$ cat src/rtl/id_ex_stage.sv
// ---------------------------------------------------------------------------
// id_ex_stage
//   ID/EX pipeline register with EX-side operand forwarding and load-use
//   hazard detection. A decoded instruction from ID is captured on each
//   rising edge. Its operands are then resolved against the EX/MEM and
//   MEM/WB producers to form the ALU inputs.
//
// Ports
//   clk, rst_n                 clock (rising edge), async active-low reset
//   id_valid_i                 ID holds a real instruction
//   rs1/rs2/rd_addr_i          register indices of the ID instruction
//   rs1/rs2_data_i             register-file read data
//   imm_i, pc_i                immediate and PC of the ID instruction
//   ALUSrcA_i / ALUSrcB_i      operand select (pc / imm)
//   ALUctrl_i, BranchCtrl_i    ALU operation and branch condition
//   RegWrite_i/MemRead_i/MemWrite_i   control bits travelling to EX/MEM
//   exmem_* / memwb_*          producers used for forwarding
//   flush_i                    kill the instruction entering EX
//   SrcA_o, SrcB_o, shift_o    ALU operands and shift amount
//   StoreData_o                forwarded rs2 for stores
//   ALUctrl_o, BranchCtrl_o, pc_o, rd_addr_o   registered fields
//   ex_valid_o, RegWrite_o, MemRead_o, MemWrite_o   gated controls
//   stall_o                    combinational load-use stall for PC and IF/ID
// ---------------------------------------------------------------------------
module id_ex_stage #(
  parameter int DATAWIDTH      = 32,
  parameter int SHIFT_WIDTH    = 5,
  parameter int REG_ADDR_WIDTH = 5
) (
  input  logic                      clk,
  input  logic                      rst_n,
  input  logic                      id_valid_i,
  input  logic [REG_ADDR_WIDTH-1:0] rs1_addr_i,
  input  logic [REG_ADDR_WIDTH-1:0] rs2_addr_i,
  input  logic [REG_ADDR_WIDTH-1:0] rd_addr_i,
  input  logic [DATAWIDTH-1:0]      rs1_data_i,
  input  logic [DATAWIDTH-1:0]      rs2_data_i,
  input  logic [DATAWIDTH-1:0]      imm_i,
  input  logic [DATAWIDTH-1:0]      pc_i,
  input  logic                      ALUSrcA_i,
  input  logic                      ALUSrcB_i,
  input  logic [3:0]                ALUctrl_i,
  input  logic [2:0]                BranchCtrl_i,
  input  logic                      RegWrite_i,
  input  logic                      MemRead_i,
  input  logic                      MemWrite_i,
  input  logic [REG_ADDR_WIDTH-1:0] exmem_rd_i,
  input  logic                      exmem_regwrite_i,
  input  logic [DATAWIDTH-1:0]      exmem_result_i,
  input  logic [REG_ADDR_WIDTH-1:0] memwb_rd_i,
  input  logic                      memwb_regwrite_i,
  input  logic [DATAWIDTH-1:0]      memwb_result_i,
  input  logic                      flush_i,
  output logic [DATAWIDTH-1:0]      SrcA_o,
  output logic [DATAWIDTH-1:0]      SrcB_o,
  output logic [3:0]                ALUctrl_o,
  output logic [2:0]                BranchCtrl_o,
  output logic [SHIFT_WIDTH-1:0]    shift_o,
  output logic [DATAWIDTH-1:0]      StoreData_o,
  output logic [DATAWIDTH-1:0]      pc_o,
  output logic [REG_ADDR_WIDTH-1:0] rd_addr_o,
  output logic                      ex_valid_o,
  output logic                      RegWrite_o,
  output logic                      MemRead_o,
  output logic                      MemWrite_o,
  output logic                      stall_o
);

  logic                      valid_q;
  logic [REG_ADDR_WIDTH-1:0] rs1_addr_q;
  logic [REG_ADDR_WIDTH-1:0] rs2_addr_q;
  logic [REG_ADDR_WIDTH-1:0] rd_q;
  logic [DATAWIDTH-1:0]      rs1_data_q;
  logic [DATAWIDTH-1:0]      rs2_data_q;
  logic [DATAWIDTH-1:0]      imm_q;
  logic [DATAWIDTH-1:0]      pc_q;
  logic                      alu_src_a_q;
  logic                      alu_src_b_q;
  logic [3:0]                alu_ctrl_q;
  logic [2:0]                branch_ctrl_q;
  logic                      reg_write_q;
  logic                      mem_read_q;
  logic                      mem_write_q;

  logic                      rs_hit;
  logic [DATAWIDTH-1:0]      fwd_rs1;
  logic [DATAWIDTH-1:0]      fwd_rs2;

  // Load-use hazard: a load in EX whose destination the ID instruction reads.
  // The consumer is held for one cycle; by then the load sits in MEM/WB and
  // the forwarding network supplies it. A flush overrides the stall because
  // the consumer is being killed anyway.
  always_comb begin
    rs_hit  = (rd_q == rs1_addr_i) || (rd_q == rs2_addr_i);
    stall_o = valid_q && mem_read_q && (rd_q != '0) && id_valid_i &&
              !flush_i && rs_hit;
  end

  // Pipeline register. Bubbles clear only the control fields; operand data is
  // left stale since every side-effecting output is gated by valid.
  always_ff @(posedge clk or negedge rst_n) begin
    if (!rst_n) begin
      valid_q       <= 1'b0;
      rs1_addr_q    <= '0;
      rs2_addr_q    <= '0;
      rd_q          <= '0;
      rs1_data_q    <= '0;
      rs2_data_q    <= '0;
      imm_q         <= '0;
      pc_q          <= '0;
      alu_src_a_q   <= 1'b0;
      alu_src_b_q   <= 1'b0;
      alu_ctrl_q    <= '0;
      branch_ctrl_q <= '0;
      reg_write_q   <= 1'b0;
      mem_read_q    <= 1'b0;
      mem_write_q   <= 1'b0;
    end else if (flush_i || stall_o) begin
      valid_q       <= 1'b0;
      alu_ctrl_q    <= '0;
      branch_ctrl_q <= '0;
      reg_write_q   <= 1'b0;
      mem_read_q    <= 1'b0;
      mem_write_q   <= 1'b0;
    end else begin
      valid_q       <= id_valid_i;
      rs1_addr_q    <= rs1_addr_i;
      rs2_addr_q    <= rs2_addr_i;
      rd_q          <= rd_addr_i;
      rs1_data_q    <= rs1_data_i;
      rs2_data_q    <= rs2_data_i;
      imm_q         <= imm_i;
      pc_q          <= pc_i;
      alu_src_a_q   <= ALUSrcA_i;
      alu_src_b_q   <= ALUSrcB_i;
      alu_ctrl_q    <= ALUctrl_i;
      branch_ctrl_q <= BranchCtrl_i;
      reg_write_q   <= RegWrite_i;
      mem_read_q    <= MemRead_i;
      mem_write_q   <= MemWrite_i;
    end
  end

  // Forwarding: the younger EX/MEM producer wins over MEM/WB. x0 is hardwired
  // to zero, so a "write" to it must never be forwarded.
  always_comb begin
    fwd_rs1 = rs1_data_q;
    if (exmem_regwrite_i && (exmem_rd_i != '0) && (exmem_rd_i == rs1_addr_q))
      fwd_rs1 = exmem_result_i;
    else if (memwb_regwrite_i && (memwb_rd_i != '0) && (memwb_rd_i == rs1_addr_q))
      fwd_rs1 = memwb_result_i;

    fwd_rs2 = rs2_data_q;
    if (exmem_regwrite_i && (exmem_rd_i != '0) && (exmem_rd_i == rs2_addr_q))
      fwd_rs2 = exmem_result_i;
    else if (memwb_regwrite_i && (memwb_rd_i != '0) && (memwb_rd_i == rs2_addr_q))
      fwd_rs2 = memwb_result_i;
  end

  // Operand muxes and gated controls.
  always_comb begin
    SrcA_o       = alu_src_a_q ? pc_q : fwd_rs1;
    SrcB_o       = alu_src_b_q ? imm_q : fwd_rs2;
    shift_o      = SrcB_o[SHIFT_WIDTH-1:0];
    StoreData_o  = fwd_rs2;
    ALUctrl_o    = alu_ctrl_q;
    BranchCtrl_o = branch_ctrl_q;
    pc_o         = pc_q;
    rd_addr_o    = rd_q;
    ex_valid_o   = valid_q;
    RegWrite_o   = valid_q && reg_write_q;
    MemRead_o    = valid_q && mem_read_q;
    MemWrite_o   = valid_q && mem_write_q;
  end

endmodule
$ cat config.mk
export PLATFORM = sky130hd
export DESIGN_NAME = id_ex_stage
export DESIGN_NICKNAME = d
export VERILOG_FILES = /design/src/rtl/id_ex_stage.sv
export SDC_FILE = /design/constraint.sdc
export NUM_CORES = 1
export LEC_CHECK = 0
export BUFFER_PORTS_ARGS = -buffer_cell sky130_fd_sc_hd__clkbuf_2
export CAP_MARGIN = 20
export CORE_ASPECT_RATIO = 1.25
export CORE_MARGIN = 5
export CORE_UTILIZATION = 44
export DETAILED_ROUTE_END_ITERATION = 16
export PLACE_DENSITY = 0.78
export SLEW_MARGIN = 40
export SYNTH_ARGS = -nofsm -noshare
export SYNTH_HDL_FRONTEND = slang
export SYNTH_SLANG_ARGS = --single-unit
$ cat constraint.sdc
create_clock -name clk -period 2.6 [get_ports clk]
set_input_delay 0.52 -clock clk [delete_from_list [all_inputs] [get_ports clk]]
set_output_delay 0.52 -clock clk [all_outputs]
set_load 0.01 [all_outputs]
# == Yosys cells after proc, flatten, opt, wreduce, memory -nomap -nowiden ==
# Cells that the tools add are included.
# op_classes
add_sub_neg,0
n_mul,0
n_div,0
n_lt_le_gt_ge,0
eq_ne,6
n_shift,0
mux,12
bitwise,0
n_reduce_logical,19
# op_table
operator,count
two-way mux 32 bit,6
equality test 5 bit,6
nonzero test 5 bit,3
logical AND 1 bit,13
two-way mux 1 bit,4
two-way mux 4 bit,1
two-way mux 3 bit,1
logical OR 1 bit,2
zero test 1 bit,1
# word_totals
register_bits,156
latchBits,0
ramBits,0
rom_bits,0
inputBits,235
out_inout_bits,150
wordCells,52
n_memories,0

# == Longest topological paths before layout ==
# depth
ltp_word,7
mapped_depth,7
mapped_depth_nobuf,5

# == Least setup slack after synthesis ==
# No wires, ideal clock.
# synth_path
path_kind,input-to-output
start,in memwb_rd_i[0]
end,out shift_o[1]
t_arrival_ns,2.298
required_ns,2.080
setup_slack_ns,-0.218
stages,7
path_buffers,2
path_cell_list,or4_4 a21oi_1 nor3_2 buf_4 mux2i_1 a221oi_1 buf_4
# synth_via
elab_chain_len,6
word_cells_on_any_way,7
cone_classes,1 x eq/ne; 3 x mux; 3 x reduce/logical
# synth_lines
element,line_no,rtl
start: declaration,50,"input logic [REG_ADDR_WIDTH-1:0] memwb_rd_i,"
nonzero test 5 bit,156,else if (memwb_regwrite_i && (memwb_rd_i != '0) && (memwb_rd_i == rs2_addr_q))
logical AND 1 bit,156,
logical AND 1 bit (*),156,
two-way mux 32 bit (*),156,
two-way mux 32 bit (*),154,if (exmem_regwrite_i && (exmem_rd_i != '0) && (exmem_rd_i == rs2_addr_q))
two-way mux 32 bit (*),163,SrcB_o = alu_src_b_q ? imm_q : fwd_rs2;
end: declaration,58,"output logic [SHIFT_WIDTH-1:0] shift_o,"
# Mark *: on every way between the ends. The rest lies on a longest branch, timed or not.

# == Worst setup path after layout ==
# layout_path
start,reg rs1_addr_q[0]
end,out SrcA_o[10]
# layout_via
elab_chain_len,5
word_cells_on_any_way,7
cone_classes,2 x eq/ne; 3 x mux; 2 x reduce/logical
# layout_lines
element,line_no,rtl
start: declaration,70,logic [REG_ADDR_WIDTH-1:0] rs1_addr_q;
start signal: assignment,127,rs1_addr_q <= rs1_addr_i;
equality test 5 bit,150,else if (memwb_regwrite_i && (memwb_rd_i != '0) && (memwb_rd_i == rs1_addr_q))
logical AND 1 bit,150,
two-way mux 32 bit,150,
two-way mux 32 bit (*),148,if (exmem_regwrite_i && (exmem_rd_i != '0) && (exmem_rd_i == rs1_addr_q))
two-way mux 32 bit (*),162,SrcA_o = alu_src_a_q ? pc_q : fwd_rs1;
end: declaration,54,"output logic [DATAWIDTH-1:0] SrcA_o,"
# Marks and branches as above.

==> results.md <==
- Reg-to-reg startpoint: rd_addr_o[1]
- Worst Setup SP: rs1_addr_q[0]
- Internal power: 0.00556 W
- Clk_lat worst skew: between 0.4 and 0.5 ns
- CTS Root Cell: clkbuf_16
- Outcome: finished, violations left
- Drt drc: 0
- Fillers: 1363
- Share of cells above drive strength 1: 0.590
- # H-tree levels: 4
- Final setup viols: 101
- DP HPWL: 23000 um
- Largest cells by area after synthesis: dfrtp_1, mux2_1, a211oi_2, o31ai_2, nor3_1
- Top cell type's share of synthesized area: 0.432
- Post-Syn Nets: 1062
- Clock sinks: 156
- Inserted Diodes: 0
- Clk pwr share: 0.345
- Cell taking the most area after synthesis: dfrtp_1
- CP endpoint kind: output pin
- Initial antenna violation count: 0
- Cts bufs inserted: 17
- Gp weighted congestion: ~0.89
- CTS Hold Buffers Added: 0
- Vias/cell: approximately 5.8
- #FFs+latches synth: between 150 and 200
- Sw power: 0.00253 W
- Die H: 170 um
- PD cells: 557 nW/um^2
- Syn. warnings: 0
- Critical path data required time: between 2 and 2.5 ns
- Worst Tran Pin Value: approximately 0.59 ns
- Clk_skew: 0.0134 ns
- Synth Instances: 827
- Gate power share: 0.299
- Total congestion overflow: 0
- Pre-CTS setup slack: -0.439 ns
- Clk slew on worst S/H paths: 0.07 ns
- Syn avg cell area: about 11 um^2
- WL/cell: 24.1 um
- Sw Ratio: 0.313
- Global Route met2 Usage: 0.523
- GRT Total Usage: 0.297
- Top Usage Layer GRT: met2
- CP arrival: 2.46 ns
- CTS tree: yes
- Post-synthesis sequential area ratio: 0.432
- Num rows: 58
- Iteration-0 DRC Markers: 530
- Total die area: 23500 um^2
- Die Span X: about 140 um
- Hold slack: 0.0790 ns
- Clk buf depth: 2
- Final wirelength: 37300 um
- # Max-Cap Violations: 0
- Worst setup SP type: flop
- Ports: 385
- Final Max Tran Viols: 0
- Peak supply drop: 0.412 mV
- Vias in the first global route: 9646
- Final Hold Viols: 0
- Highest Clock Rate: 336 MHz
- Final Critical Period: 2.98 ns
- Relative slew slack: 0.603
- Vias: 8927
- Mapped cell area: between 9000 and 10000 um^2
- P&R area growth vs syn: 60.8%
- Met1 Track Usage GR: 0.331
- Register share of total power: 0.356
- Grt met3 use: 0.0734
- Nets: 1503
- Core box area: 20200 um^2
- Largest stage delay, worst path: 0.45 ns
- Critical path's slowest cell: dfrtp_2
- Drt first pass iters: 4
- RSZ-0062 raised after global routing: yes
- Fin crit share: 1.14
- Yosys cell types: 36
- Number of I/O port buffers: 384
- Worst-path cell chain: xnor2_2 -> nand4_1 -> buf_8 -> nor3_2 -> a211oi_4 -> o31ai_2 -> buf_2
- Final WS setup: -0.377 ns
- LEAKAGE: 6.68 nW
- Hold Crit Class: in2async
- Failing checks: setup timing
- Largest net degree at the start of global routing: 66
- Initial Util: 0.448
- WS Path Type: reg2out
- Biggest fanout along the worst timing path: 32
- Global-route wire length before repair: 54300 um
- Number of nets still failing antenna checks after routing: 0
-- registers in the layout (all words and copies together), names as in the netlist, 3 cells and up --
name / flops
imm_q: 32
pc_o: 32
rs1_data_q: 32
rs2_data_q: 32
rd_addr_o: 5
rs1_addr_q: 5
rs2_addr_q: 5
ALUctrl_o: 4
BranchCtrl_o: 3
-- cells in the final DEF, fill, tap and decap left out, drive strengths merged, types with 2 or more instances in the layout --
cell      count
nand3         2
clkinvlp      2
nor2         68
o31ai        32
inv          68
or4           3
nor2b         2
a21oi        34
nor3         68
a211oi       32
mux2        145
clkbuf      328
o211ai        2
nand2        35
xnor2        19
bufinv        5
a221oi       32
xor2         10
buf         181
and2         14
mux2i        32
dfrtp       156
-- critical path, delay by kind of cell, from the launching register on --
| family | cells | cell delay, ns |
|---|---|---|
| buffers and inverters | 2 | 0.50 |
| AO/OA/AOI/OAI | 2 | 0.38 |
| flip-flops | 1 | 0.45 |
| AND/OR/NAND/NOR | 2 | 0.48 |
| XOR/XNOR | 1 | 0.21 |
-- cells in the mapped netlist, drive strengths merged --
| cell | number |
|---|---|
| a211oi | 32 |
| a21oi | 34 |
| a221oi | 32 |
| a22oi | 1 |
| and2 | 14 |
| and4 | 1 |
| buf | 52 |
| clkbuf | 17 |
| dfrtp | 156 |
| inv | 64 |
| mux2 | 145 |
| mux2i | 32 |
| nand2 | 35 |
| nand3 | 2 |
| nand4 | 1 |
| nor2 | 68 |
| nor2b | 2 |
| nor3 | 68 |
| o211a | 1 |
| o211ai | 2 |
| o21ai | 1 |
| o21ba | 1 |
| o31ai | 32 |
| or2 | 1 |
| or3 | 1 |
| or4 | 3 |
| xnor2 | 19 |
| xor2 | 10 |
-- area by class of cell --
cell class                      instances  area (um^2)  share of cell area
Tap cell                              270          338              0.0233
Sequential cell                       156         3910               0.269
Timing Repair Buffer                  491         3690               0.254
Clock buffer                           18          429              0.0296
Multi-Input combinational cell        538         5700               0.393
Inverter                               64          240              0.0165
Clock inverter                         12          211              0.0146
-- stage by stage --
| stage | setup TNS, ns | power, W | cell area, um^2 | utilization | std cells |
|---|---|---|---|---|---|
| after floorplan | -0.0726 | 0.00384 | 9080 | - | 827 |
| after CTS | -22.77 | 0.00792 | 14000 | 0.695 | 1543 |
| after global routing | -33.08 | 0.00840 | 14500 | 0.720 | 1549 |
| final | -27.02 | 0.00809 | 14500 | 0.720 | 1549 |
| after detailed placement | -26.82 | 0.00473 | 11500 | 0.571 | 1468 |
| after global placement | -20.70 | 0.00468 | 11500 | 0.571 | 1468 |
-- what timing repair did --
| action | 4_1_cts | 5_1_grt |
|---|---|---|
| endpoints found under the setup margin | 101 | 101 |
| cloned | 19 | 2 |
| setup buffers | 29 | 10 |
| endpoints found under the hold margin | 0 | 0 |
| pin swaps | 94 | 51 |
| resized for setup | 219 | 157 |
-- kinds of logic (layout without fill, tap and decap cells) --
group / Yosys count / count (layout) / share of synthesized area
AOI/OAI and AO/OA: 136 / 136 / 0.143
xor gates and xnor gates: 29 / 29 / 0.0281
buffers and inverters: 133 / 585 / 0.0809
DFF: 156 / 156 / 0.432
muxes: 177 / 177 / 0.216
and+or+nand+nor: 196 / 196 / 0.0992
-- metal layers --
metal  part of all wire  up-vias
li1                   -     3819
met4              0.060        0
met2               0.52      567
met3              0.070      170
met1               0.35     4371
met5                  0        -
-- final timing paths --
kind / endpoint / slack (ns) / cells after the start
worst max register to register: pc_o[11] / 0.12 / 6
worst min register to register: imm_q[7] / 0.49 / 1
worst max-delay path: SrcA_o[10] / -0.38 / 7
worst min-delay path: imm_q[17] / 0.08 / 1
min in group clk: mem_read_q / 0.30 / 2
max in group asynchronous: rs1_addr_q[0] / 1.82 / 2
-- power groups by stage --
| stage | clock [W] | combinational (W) | sequential [W] |
|---|---|---|---|
| detailed placement | 0 | 0.00185 | 0.00288 |
| global placement | 0 | 0.00182 | 0.00286 |
| CTS | 0.00282 | 0.00224 | 0.00285 |
| floorplan | 0 | 0.000983 | 0.00286 |
| global route | 0.00294 | 0.00255 | 0.00291 |
| finish | 0.00279 | 0.00242 | 0.00288 |
No activity file was read; power rests on OpenSTA's default activity.
